### src/rtl/cplx_pkg.sv
// Shared types and defaults for the complex-operation sequencer and its MAC.
// A memory word is {re, im}, each a signed two's-complement part.
package cplx_pkg;

   localparam int unsigned CPLX_ADDR_W = 5;
   localparam int unsigned CPLX_PART_W = 8;
   localparam int unsigned CPLX_WORD_W = 2 * CPLX_PART_W;

   typedef enum logic [1:0] {
      OP_ADD  = 2'b00,
      OP_SUB  = 2'b01,
      OP_MUL  = 2'b10,
      OP_CONJ = 2'b11
   } op_e;

   typedef enum logic [1:0] {
      IDLE  = 2'd0,
      READ  = 2'd1,
      EXEC  = 2'd2,
      WRITE = 2'd3
   } state_e;

   function automatic logic [CPLX_WORD_W-1:0] cplx_pack(input logic [CPLX_PART_W-1:0] re,
                                                        input logic [CPLX_PART_W-1:0] im);
      return {re, im};
   endfunction

   function automatic logic [CPLX_PART_W-1:0] cplx_re(input logic [CPLX_WORD_W-1:0] w);
      return w[CPLX_WORD_W-1:CPLX_PART_W];
   endfunction

   function automatic logic [CPLX_PART_W-1:0] cplx_im(input logic [CPLX_WORD_W-1:0] w);
      return w[CPLX_PART_W-1:0];
   endfunction

endpackage

### src/rtl/cplx_mac.sv
// Shared signed multiplier with real/imag accumulators for the 4-step complex multiply.
// Step 0: re=ac, 1: re-=bd, 2: im=ad, 3: im+=bc.
module cplx_mac
   import cplx_pkg::*;
#(
   parameter int unsigned PART_W = CPLX_PART_W
) (
   input  logic                  clk,
   input  logic                  rst_n,
   input  logic                  i_en,
   input  logic [1:0]            i_step,
   input  logic                  i_clr,
   input  logic                  i_sub,
   input  logic [PART_W-1:0]     i_a,
   input  logic [PART_W-1:0]     i_b,
   input  logic [PART_W-1:0]     i_c,
   input  logic [PART_W-1:0]     i_d,
   output logic [2*PART_W-1:0]   o_acc_re,
   output logic [2*PART_W-1:0]   o_acc_im
);

   logic [2*PART_W-1:0]        r_acc_re;
   logic [2*PART_W-1:0]        r_acc_im;
   logic [PART_W-1:0]          w_x;
   logic [PART_W-1:0]          w_y;
   logic signed [2*PART_W-1:0] w_prod;
   logic [2*PART_W-1:0]        w_acc_sel;
   logic [2*PART_W-1:0]        w_sum;

   // x alternates a,b,a,b; y follows c,d,d,c across the four steps
   assign w_x       = i_step[0] ? i_b : i_a;
   assign w_y       = (i_step[0] ^ i_step[1]) ? i_d : i_c;
   assign w_prod    = $signed(w_x) * $signed(w_y);
   assign w_acc_sel = i_step[1] ? r_acc_im : r_acc_re;

   always_comb begin
      w_sum = w_acc_sel + w_prod;
      if (i_clr)
         w_sum = w_prod;
      else if (i_sub)
         w_sum = w_acc_sel - w_prod;
   end

   always_ff @(posedge clk or negedge rst_n) begin
      if (!rst_n) begin
         r_acc_re <= '0;
         r_acc_im <= '0;
      end else if (i_en) begin
         if (i_step[1])
            r_acc_im <= w_sum;
         else
            r_acc_re <= w_sum;
      end
   end

   assign o_acc_re = r_acc_re;
   assign o_acc_im = r_acc_im;

endmodule

### src/rtl/cplx_op_sequencer.sv
// Command-driven controller for the complex data memory: reads two operands,
// computes ADD/SUB/MUL/CONJ and writes the wrapped result to dst.
module cplx_op_sequencer
   import cplx_pkg::*;
#(
   parameter int unsigned ADDR_W = CPLX_ADDR_W,
   parameter int unsigned PART_W = CPLX_PART_W
) (
   input  logic                  clk,
   input  logic                  rst_n,
   input  logic                  cmd_valid,
   output logic                  cmd_ready,
   input  logic [1:0]            cmd_op,
   input  logic [ADDR_W-1:0]     cmd_src0,
   input  logic [ADDR_W-1:0]     cmd_src1,
   input  logic [ADDR_W-1:0]     cmd_dst,
   output logic [ADDR_W-1:0]     mem_raddr0,
   output logic [ADDR_W-1:0]     mem_raddr1,
   input  logic [2*PART_W-1:0]   mem_rdata0,
   input  logic [2*PART_W-1:0]   mem_rdata1,
   output logic                  mem_we,
   output logic [ADDR_W-1:0]     mem_waddr,
   output logic [2*PART_W-1:0]   mem_wdata,
   output logic                  busy,
   output logic                  done
);

   state_e                r_state;
   state_e                w_next;
   op_e                   r_op;
   logic [ADDR_W-1:0]     r_src0;
   logic [ADDR_W-1:0]     r_src1;
   logic [ADDR_W-1:0]     r_dst;
   logic [2*PART_W-1:0]   r_a;
   logic [2*PART_W-1:0]   r_b;
   logic [1:0]            r_step;
   logic                  w_hs;
   logic                  w_mac_en;
   logic [2*PART_W-1:0]   w_acc_re;
   logic [2*PART_W-1:0]   w_acc_im;
   logic [PART_W-1:0]     w_a_re, w_a_im, w_b_re, w_b_im;
   logic [PART_W-1:0]     w_res_re, w_res_im;

   always_ff @(posedge clk or negedge rst_n) begin
      if (!rst_n)
         r_state <= IDLE;
      else
         r_state <= w_next;
   end

   // mem_we/done decode from state so an async reset drops them immediately
   always_comb begin
      w_next    = r_state;
      cmd_ready = 1'b0;
      busy      = 1'b1;
      mem_we    = 1'b0;
      done      = 1'b0;
      case (r_state)
         IDLE: begin
            cmd_ready = 1'b1;
            busy      = 1'b0;
            if (cmd_valid)
               w_next = READ;
         end
         READ:  w_next = EXEC;
         EXEC: begin
            if (r_op != OP_MUL || r_step == 2'd3)
               w_next = WRITE;
         end
         WRITE: begin
            mem_we = 1'b1;
            done   = 1'b1;
            w_next = IDLE;
         end
         default: w_next = IDLE;
      endcase
   end

   assign w_hs = cmd_valid & cmd_ready;

   always_ff @(posedge clk or negedge rst_n) begin
      if (!rst_n) begin
         r_op   <= OP_ADD;
         r_src0 <= '0;
         r_src1 <= '0;
         r_dst  <= '0;
         r_a    <= '0;
         r_b    <= '0;
         r_step <= '0;
      end else begin
         if (w_hs) begin
            r_op   <= op_e'(cmd_op);
            r_src0 <= cmd_src0;
            r_src1 <= cmd_src1;
            r_dst  <= cmd_dst;
         end
         if (r_state == READ) begin
            r_a    <= mem_rdata0;
            r_b    <= mem_rdata1;
            r_step <= '0;
         end
         if (r_state == EXEC)
            r_step <= r_step + 2'd1;
      end
   end

   assign w_a_re   = r_a[2*PART_W-1:PART_W];
   assign w_a_im   = r_a[PART_W-1:0];
   assign w_b_re   = r_b[2*PART_W-1:PART_W];
   assign w_b_im   = r_b[PART_W-1:0];
   assign w_mac_en = (r_state == EXEC) && (r_op == OP_MUL);

   cplx_mac #(.PART_W(PART_W)) u_mac (
      .clk      (clk),
      .rst_n    (rst_n),
      .i_en     (w_mac_en),
      .i_step   (r_step),
      .i_clr    (~r_step[0]),
      .i_sub    (r_step == 2'd1),
      .i_a      (w_a_re),
      .i_b      (w_a_im),
      .i_c      (w_b_re),
      .i_d      (w_b_im),
      .o_acc_re (w_acc_re),
      .o_acc_im (w_acc_im)
   );

   // Operands are held through WRITE, so the result is formed combinationally
   always_comb begin
      w_res_re = '0;
      w_res_im = '0;
      case (r_op)
         OP_ADD: begin
            w_res_re = w_a_re + w_b_re;
            w_res_im = w_a_im + w_b_im;
         end
         OP_SUB: begin
            w_res_re = w_a_re - w_b_re;
            w_res_im = w_a_im - w_b_im;
         end
         OP_MUL: begin
            w_res_re = w_acc_re[PART_W-1:0];
            w_res_im = w_acc_im[PART_W-1:0];
         end
         OP_CONJ: begin
            w_res_re = w_a_re;
            w_res_im = '0 - w_a_im;
         end
         default: ;
      endcase
   end

   assign mem_raddr0 = r_src0;
   assign mem_raddr1 = r_src1;
   assign mem_waddr  = r_dst;
   assign mem_wdata  = {w_res_re, w_res_im};

endmodule

### config.mk
export PLATFORM = sky130hd
export DESIGN_NAME = cplx_op_sequencer
export DESIGN_NICKNAME = d
export VERILOG_FILES = /design/src/rtl/cplx_pkg.sv /design/src/rtl/cplx_mac.sv /design/src/rtl/cplx_op_sequencer.sv
export SDC_FILE = /design/constraint.sdc
export NUM_CORES = 1
export LEC_CHECK = 0
export CAP_MARGIN = 40
export CORE_MARGIN = 4
export CORE_UTILIZATION = 64
export CTS_BUF_LIST = sky130_fd_sc_hd__clkbuf_4 sky130_fd_sc_hd__clkbuf_8 sky130_fd_sc_hd__clkbuf_16
export DETAILED_ROUTE_END_ITERATION = 16
export GPL_TIMING_DRIVEN = 1
export PLACE_DENSITY_LB_ADDON = 0.3
export SYNTH_ARGS = -nofsm -noshare
export SYNTH_HDL_FRONTEND = slang
export SYNTH_HIERARCHICAL = 1
export SYNTH_SLANG_ARGS = --single-unit
### constraint.sdc
create_clock -name clk -period 12.15 [get_ports clk]
set_clock_uncertainty 0.05 [all_clocks]
set_input_delay 2.43 -clock clk [delete_from_list [all_inputs] [get_ports clk]]
set_output_delay 2.43 -clock clk [all_outputs]
set_load 0.01 [all_outputs]
==> impl_metrics.json <==
{
  "vias": 4881,
  "grt_overflow": 0,
  "path_class": "reg2out",
  "cts_tree": "built",
  "cts_setup_buffers": 0,
  "postRouteAntennaNets": 0,
  "rows": 34,
  "dp_hpwl_microns": 11700,
  "drive_above_1_share": 0.115,
  "status": "completed",
  "synthCells": 617,
  "drv_cap": 0,
  "initial_core_util": 0.659,
  "hp-class": "reg2reg",
  "cp_common_cell": "nor2b_1",
  "drt-vias-per-instance": 6.06,
  "numCtsBuffers": 9,
  "worstPathMaxFanout": 25,
  "syn2layout_area_growth_pct": 19.7,
  "slew_viol_final": 0,
  "fin_crit_sh": 0.562,
  "cts.sinks": 69,
  "layout_common_cells": "clkdlybuf4s50_1 (85), inv_1 (70), dfrtp_1 (69), nor2_1 (54), ha_1 (52)",
  "finalHoldViolCount": 0,
  "critPathCapture": "mem_wdata[14]",
  "cts_resized": 0,
  "grt_max_degree": 46,
  "crit_start": "r_op[1]$_DFFE_PN0P_",
  "critPathMaxStageDelay_ns": 0.86,
  "syn-num-nets": 743,
  "netlist_area_sq_mm": 0.00577,
  "clockRootBuffer": "clkbuf_8",
  "worstPathRequired_ns": 9.67,
  "gp_congestion": 0.935,
  "grt_pass1_vias": 5018,
  "rsz0062_at_grt": "false",
  "critPathArrivalTime_ns": 4.35,
  "die_h_microns": 103,
  "antenna_found_initial": 0,
  "syn_avg_cell_area_sq_um": 9.36,
  "period_needed_ns": 6.83,
  "avgRoutedWirePerCell_microns": 19.1,
  "fin_setup_tns_ns": 0,
  "crit_chain": "nor2b_1, mux2i_1, fa_1, a21o_1, a21oi_1, nor2b_1, or4_1, nand3_1, clkdlybuf4s50_1",
  "start_kind": "flop",
  "core-area_sq_mm": 0.00876,
  "diodes": 0,
  "grt_pass1_wl_microns": 24200,
  "drc_errors": 0,
  "r2r_slack_ns": 6.10,
  "reg2reg_depth": 21,
  "io_buffers": 86,
  "nets": 818,
  "maxSlewHeadroom": 0.394,
  "clkLatencyLatePin_ns": 0.36,
  "ios": 87,
  "crit_path_end_kind": "primary output",
  "clockBufferDepth": 2,
  "synth_warnings": 6,
  "fp.dieW_microns": 103,
  "r2r_end": "u_mac/o_acc_re[7]$_DFFE_PN0P_",
  "fmax_mhz": 146,
  "drtPass1Iterations": 5,
  "drt-total-wl_microns": 15400,
  "grt_usage": 0.296,
  "drt-initial-drc-count": 300,
  "die_area_sq_mm": 0.0106,
  "crit_slowest_cell": "nor2b_1",
  "clkTransAtPathRegs_ns": 0.08,
  "worst_slew_pin_slew_ns": 0.908,
  "h-tree-depth": 3,
  "cts_hold_buffers": 0,
  "setup-violations-final": 0,
  "final_common_cell": "clkdlybuf4s50_1",
  "r2r_start": "r_step[0]$_DFFE_PN0P_"
}
## stage by stage
step,setup slack [ns],instance area [sq um],cells,utilization,hold slack [ns]
after floorplan,6.24,5770,617,-,0.410
after global placement,5.74,6650,786,0.759,0.436
after detailed placement,5.54,6680,788,0.762,0.441
after CTS,5.14,6890,804,0.786,0.465
after global routing,5.16,6910,805,0.789,0.483
final,5.32,6910,805,0.789,0.465
## worst min-delay path by stage
stage,endpoint,startpoint,slack [ns],cells after the start
after floorplan,u_mac/o_acc_re[7]$_DFFE_PN0P_,u_mac/o_acc_re[7]$_DFFE_PN0P_,0.41,2
after global placement,mem_waddr[2]$_DFFE_PN0P_,mem_waddr[2]$_DFFE_PN0P_,0.44,1
after detailed placement,mem_waddr[2]$_DFFE_PN0P_,mem_waddr[2]$_DFFE_PN0P_,0.44,1
after CTS,mem_waddr[3]$_DFFE_PN0P_,mem_waddr[3]$_DFFE_PN0P_,0.47,1
after global routing,mem_raddr1[1]$_DFFE_PN0P_,mem_raddr1[1]$_DFFE_PN0P_,0.48,1
final,mem_waddr[3]$_DFFE_PN0P_,mem_waddr[3]$_DFFE_PN0P_,0.46,1
## metal layers
metal / share of wire / vias up / track usage
met5: 0 / - / 0
met4: 0.038 / 0 / 0.117
met3: 0.096 / 53 / 0.0792
met2: 0.49 / 278 / 0.497
met1: 0.38 / 2326 / 0.363
li1: - / 2224 / -
## sequential cells by signal, indices dropped and copies added (netlist names)
name	count
mem_raddr0	5
mem_raddr1	5
mem_waddr	5
r_a	16
r_b	16
r_op	2
r_state	2
r_step	2
u_mac/o_acc_im	8
u_mac/o_acc_re	8
## worst max-delay path: cells and delay by family, from the launching register on
kind	cells	cell delay, ns
and+or+nand+nor	4	1.57
DFF	1	0.72
buffers and inverters	1	0.54
adders and majority gates	1	0.47
AOI/OAI and AO/OA	2	0.41
muxes	1	0.27
## area by class of cell
cell class	count	area [sq um]
clock buffers	10	138
clock inverters	6	68.8
fillers	566	1850
inverters	70	263
multi-input cells	451	3660
flip-flops and latches	69	1730
well taps	108	135
repair buffers	91	926
Power is not shown: default switching activity piles up to over one toggle a cycle in this logic, so the estimate is an artifact.
==> RTL edit 1, RTL diff (config.mk and constraints unchanged) <==
Encoding of `state_e`: now one-hot (4 bits for 4 states).
--- a/src/rtl/cplx_pkg.sv
+++ b/src/rtl/cplx_pkg.sv
@@ -13,11 +13,11 @@
       OP_CONJ = 2'b11
    } op_e;
 
-   typedef enum logic [1:0] {
-      IDLE  = 2'd0,
-      READ  = 2'd1,
-      EXEC  = 2'd2,
-      WRITE = 2'd3
+   typedef enum logic [3:0] {
+      IDLE  = 4'b0001,
+      READ  = 4'b0010,
+      EXEC  = 4'b0100,
+      WRITE = 4'b1000
    } state_e;
 
    function automatic logic [CPLX_WORD_W-1:0] cplx_pack(input logic [CPLX_PART_W-1:0] re,
Check against the original RTL: no difference found for any inputs over 4 cycles, from zero or initial values and one cycle with rst_n low; so few cycles prove little.
==> RTL edit 1 against the unedited design <==
Global-route usage shrank 0.73 points; sequential cell count grew 2; final area grew 1.5%; sequential share of layout area grew 0.36 points; synthesized area grew 1.7%; final cell count grew 4.1%; largest cell class unchanged; non-clock buffer count grew 1; routed wire length shrank 0.65%; setup slack gained 0.23 ns.
Power is not shown: default switching activity piles up to over one toggle a cycle in this logic, so the estimate is an artifact.
==> RTL edit 1: results (changes against the unedited design) <==
* Vias in the first global route at 5165 (+2.9%)
* Antenna violations before repair at 0 (unchanged)
* Global-route wire length before repair at 25100 µm (+3.6%)
* Final GP Congestion at 0.994 (+6.3%)
* Filler cell count at 561 (-0.88%)
* Clock-pin slew on the worst setup and hold paths at 0.08 ns (about the same)
* Dpl ws at 5.57 ns (+0.0248 ns)
* Initial drt markers at 312 (+4.0%)
* Multi-input logic portion of the cell area at 52.7% (-0.17 points)
* CTS sink cnt at 71 (+2.9%)
* Multi-input logic area at 3700 µm² (+1.2%)
* Largest net degree at the start of global routing at 42 (-8.7%)
* RR Startpoint: r_step[0]
* Detailed placement HPWL at 11900 µm (+2.3%)
* Post_cts resized at 0 (unchanged)
* Largest delay contributor family on the critical path: flip-flops
* Status: finished, final reports clean
* Worst-margin pin slew at 0.917 ns (+0.00902 ns)
* R2R depth at 23 (+9.5%)
* Crit-path max FO at 21 (-16%)
* Post-CTS setup buffers at 0 (unchanged)
* Total GRT Usage at 28.9% (-0.73 points)
* Min-Delay Path Depth at 1 (unchanged)
* Non-clk bufs at 92 (+1.1%)
* Layout cell share with drive strength beyond 1 at 8.49% (-3.0 points)
* Root Buffer: clkbuf_8
* Port bufs at 86 (unchanged)
* CP max stage cell: dfrtp_1
* #MultiIn Comb at 483 (+7.1%)
* Final Max Tran Viols at 0 (unchanged)
* Cts bufs inserted at 9 (unchanged)
* NonClk Buf Share at 13.3% (-0.094 points)
* Clock-cell share of area at 3.08% (+0.098 points)
* FF+latch area at 1780 µm² (+3.0%)
* Worst-Skew Late Latency at 0.36 ns (about the same)
* Hold Path Sink: mem_waddr[0]
* Clock buffer cells at 12 (+2)
* Arrival @ worst endpoint at 4.12 ns (-0.23 ns)
* Setup slack, reg-to-reg at 5.72 ns (-0.38 ns)
* Min-Delay Path Class: reg -> reg
* Worst Hold Launch: mem_waddr[0]
* Post-DR wirelength/cell at 18.2 µm (-4.6%)
* Post-Syn Nets at 774 (+4.2%)
* Initial DRT Pass Iterations at 5 (unchanged)
* Vias/cell at 6.04 (-0.45%)
* Nonclk inv count at 68 (-2.9%)
* Final Net Count at 847 (+3.5%)
* Slowest Stage Delay on Critical Path at 0.95 ns (+0.09 ns)
-- RTL edit 1: worst max-delay path by stage --
stage	start	end	slack (ns)	depth (start not counted)
global placement	r_step[0]	u_mac/o_acc_re[7]	5.69	23
global route	r_step[0]	u_mac/o_acc_re[7]	5.36	23
CTS	r_op[0]	mem_wdata[6]	5.17	9
floorplan	r_step[0]	u_mac/o_acc_re[7]	5.91	24
finish	r_op[0]	mem_wdata[6]	5.55	10
detailed placement	r_op[0]	mem_wdata[6]	5.57	9
-- RTL edit 1: worst reg2reg max path: stages, from the launching register on --
cell     delay (ns)
dfrtp_1        0.66
xnor2_1        0.47
mux2i_1        0.50
nor2_1         0.12
ha_1           0.30
inv_1          0.06
fa_1           0.51
inv_1          0.04
ha_1           0.27
inv_1          0.05
fa_1           0.53
inv_1          0.05
ha_1           0.23
fa_1           0.51
nor4b_1        0.44
a21oi_1        0.16
xor2_1         0.17
ha_1           0.21
nor4_1         0.32
a32oi_1        0.17
xnor2_1        0.15
nor2_1         0.06
a21oi_1        0.20
o21ai_1        0.09
-- RTL edit 1: layer usage --
metal | up-vias | GRT usage (%) | wire length [µm]
met5 | - | 0 | 0
met4 | 0 | 14.2 | 732
li1 | 2307 | - | -
met3 | 74 | 7.90 | 1060
met1 | 2453 | 33.7 | 5930
met2 | 224 | 49.1 | 7540
-- RTL edit 1: metrics by stage --
step,instances,area [µm²],utilization (%),hold WS [ns]
floorplan,652,5870,-,0.412
global route,838,7020,79.7,0.483
detailed placement,821,6790,77.2,0.444
finish,838,7020,79.7,0.460
CTS,837,7010,79.6,0.463
global placement,818,6740,76.5,0.437
==> RTL edit 2, RTL diff (same flow settings) <==
Without the edit above. `CPLX_ADDR_W`: 5 -> 4.
--- a/src/rtl/cplx_pkg.sv
+++ b/src/rtl/cplx_pkg.sv
@@ -2,7 +2,7 @@
 // A memory word is {re, im}, each a signed two's-complement part.
 package cplx_pkg;
 
-   localparam int unsigned CPLX_ADDR_W = 5;
+   localparam int unsigned CPLX_ADDR_W = 4;
    localparam int unsigned CPLX_PART_W = 8;
    localparam int unsigned CPLX_WORD_W = 2 * CPLX_PART_W;
 
Interface: changed (6 resized); port bits go from 87 to 81. The function was not compared with the original's and may differ.
==> RTL edit 2 against the unedited design <==
Non-clock buffer count decreased by 7; synthesized area shrank 1.9%; critical endpoint unchanged; sequential cell count fell by 3; highest routed layer unchanged; critical path depth is the same; routed wire length is 5.3% lower; critical path type unchanged; final area down 3.1%; setup slack got worse by 0.17 ns; final cell count decreased by 1.6%.
Power is not shown: default switching activity piles up to over one toggle a cycle in this logic, so the estimate is an artifact.
==> RTL edit 2: results (changes against the unedited design) <==
* Detailed placement HPWL at 11100 µm (-4.7%)
* Worst-margin pin slew at 0.990 ns (+0.0820 ns)
* Filler cell count at 622 (+9.9%)
* Status: finished, final reports clean
* Placed cells at 776 (-1.5%)
* Worst Hold Launch: mem_raddr0[1]
* Arrival @ worst endpoint at 4.51 ns (+0.16 ns)
* Routed vias at 4773 (-2.2%)
* Layout cell share with drive strength beyond 1 at 11.1% (-0.37 points)
* Non-Filler Instances at 792 (-1.6%)
* CP max stage cell: dfrtp_1
* Setup slack, reg-to-reg at 5.89 ns (-0.21 ns)
* Total GRT Usage at 29.0% (-0.65 points)
* Largest net degree at the start of global routing at 67 (+46%)
* R2R depth at 22 (+4.8%)
* Post-DR wirelength/cell at 18.4 µm (-3.8%)
* Initial drt markers at 204 (-32%)
* Final GP Congestion at 1.02 (+9.0%)
* Hold Path Sink: mem_raddr0[1]
* WHS at 0.455 ns (-0.0103 ns)
* Crit-path max FO at 26 (+4.0%)
* Cells after Synth at 611 (-0.97%)
* Final Net Count at 802 (-2.0%)
* Global-route wire length before repair at 23200 µm (-4.2%)
* Slowest Stage Delay on Critical Path at 0.93 ns (+0.07 ns)
==> RTL edit 2: changes by cell type in the layout (fill, tap and decap cells not counted), sizes merged <==
cell,delta
clkdlybuf4s50,-6
dfrtp,-3
mux2,-3
clkbuf,+2
inv,-2
buf,-1
==> RTL edit 2: how the worst max path moves through the flow <==
stage                     startpoint  slack (ns)                 to
after floorplan            r_step[1]        6.24  u_mac/o_acc_re[7]
after global placement       r_op[0]        5.80      mem_wdata[14]
after detailed placement     r_op[0]        5.61      mem_wdata[14]
after CTS                    r_op[0]        5.23      mem_wdata[14]
after global routing         r_op[0]        4.95      mem_wdata[14]
final                        r_op[0]        5.16      mem_wdata[14]
==> RTL edit 2: worst max-delay path: cells and delay by family (launching register included) <==
kind	cells	cell delay (ns)
DFF	1	0.93
AOI/OAI and AO/OA	2	0.42
muxes	1	0.28
and+or+nand+nor	4	1.52
buffers and inverters	1	0.54
adders and majority gates	1	0.47
==> RTL edit 2: area by class of cell <==
type / instances / area share, %
clock buffers: 12 / 2.28
flip-flops and latches: 66 / 24.6
multi-input cells: 448 / 54.1
repair buffers: 84 / 12.3
inverters: 70 / 3.92
clock inverters: 4 / 0.765
well taps: 108 / 2.02
==> RTL edit 2: per-stage QoR <==
stage / utilization (%) / setup WS, ns
floorplan: - / 6.24
global placement: 74.8 / 5.80
detailed placement: 74.9 / 5.61
CTS: 77.2 / 5.23
global route: 77.2 / 4.95
finish: 77.2 / 5.16
==> RTL edit 2: layer usage <==
metal,wire [µm],GRT usage (%),vias up
met3,1180,8.12,54
met4,566,12.2,0
met1,5640,35.0,2316
met5,0,0,-
li1,-,-,2192
met2,7150,48.7,211
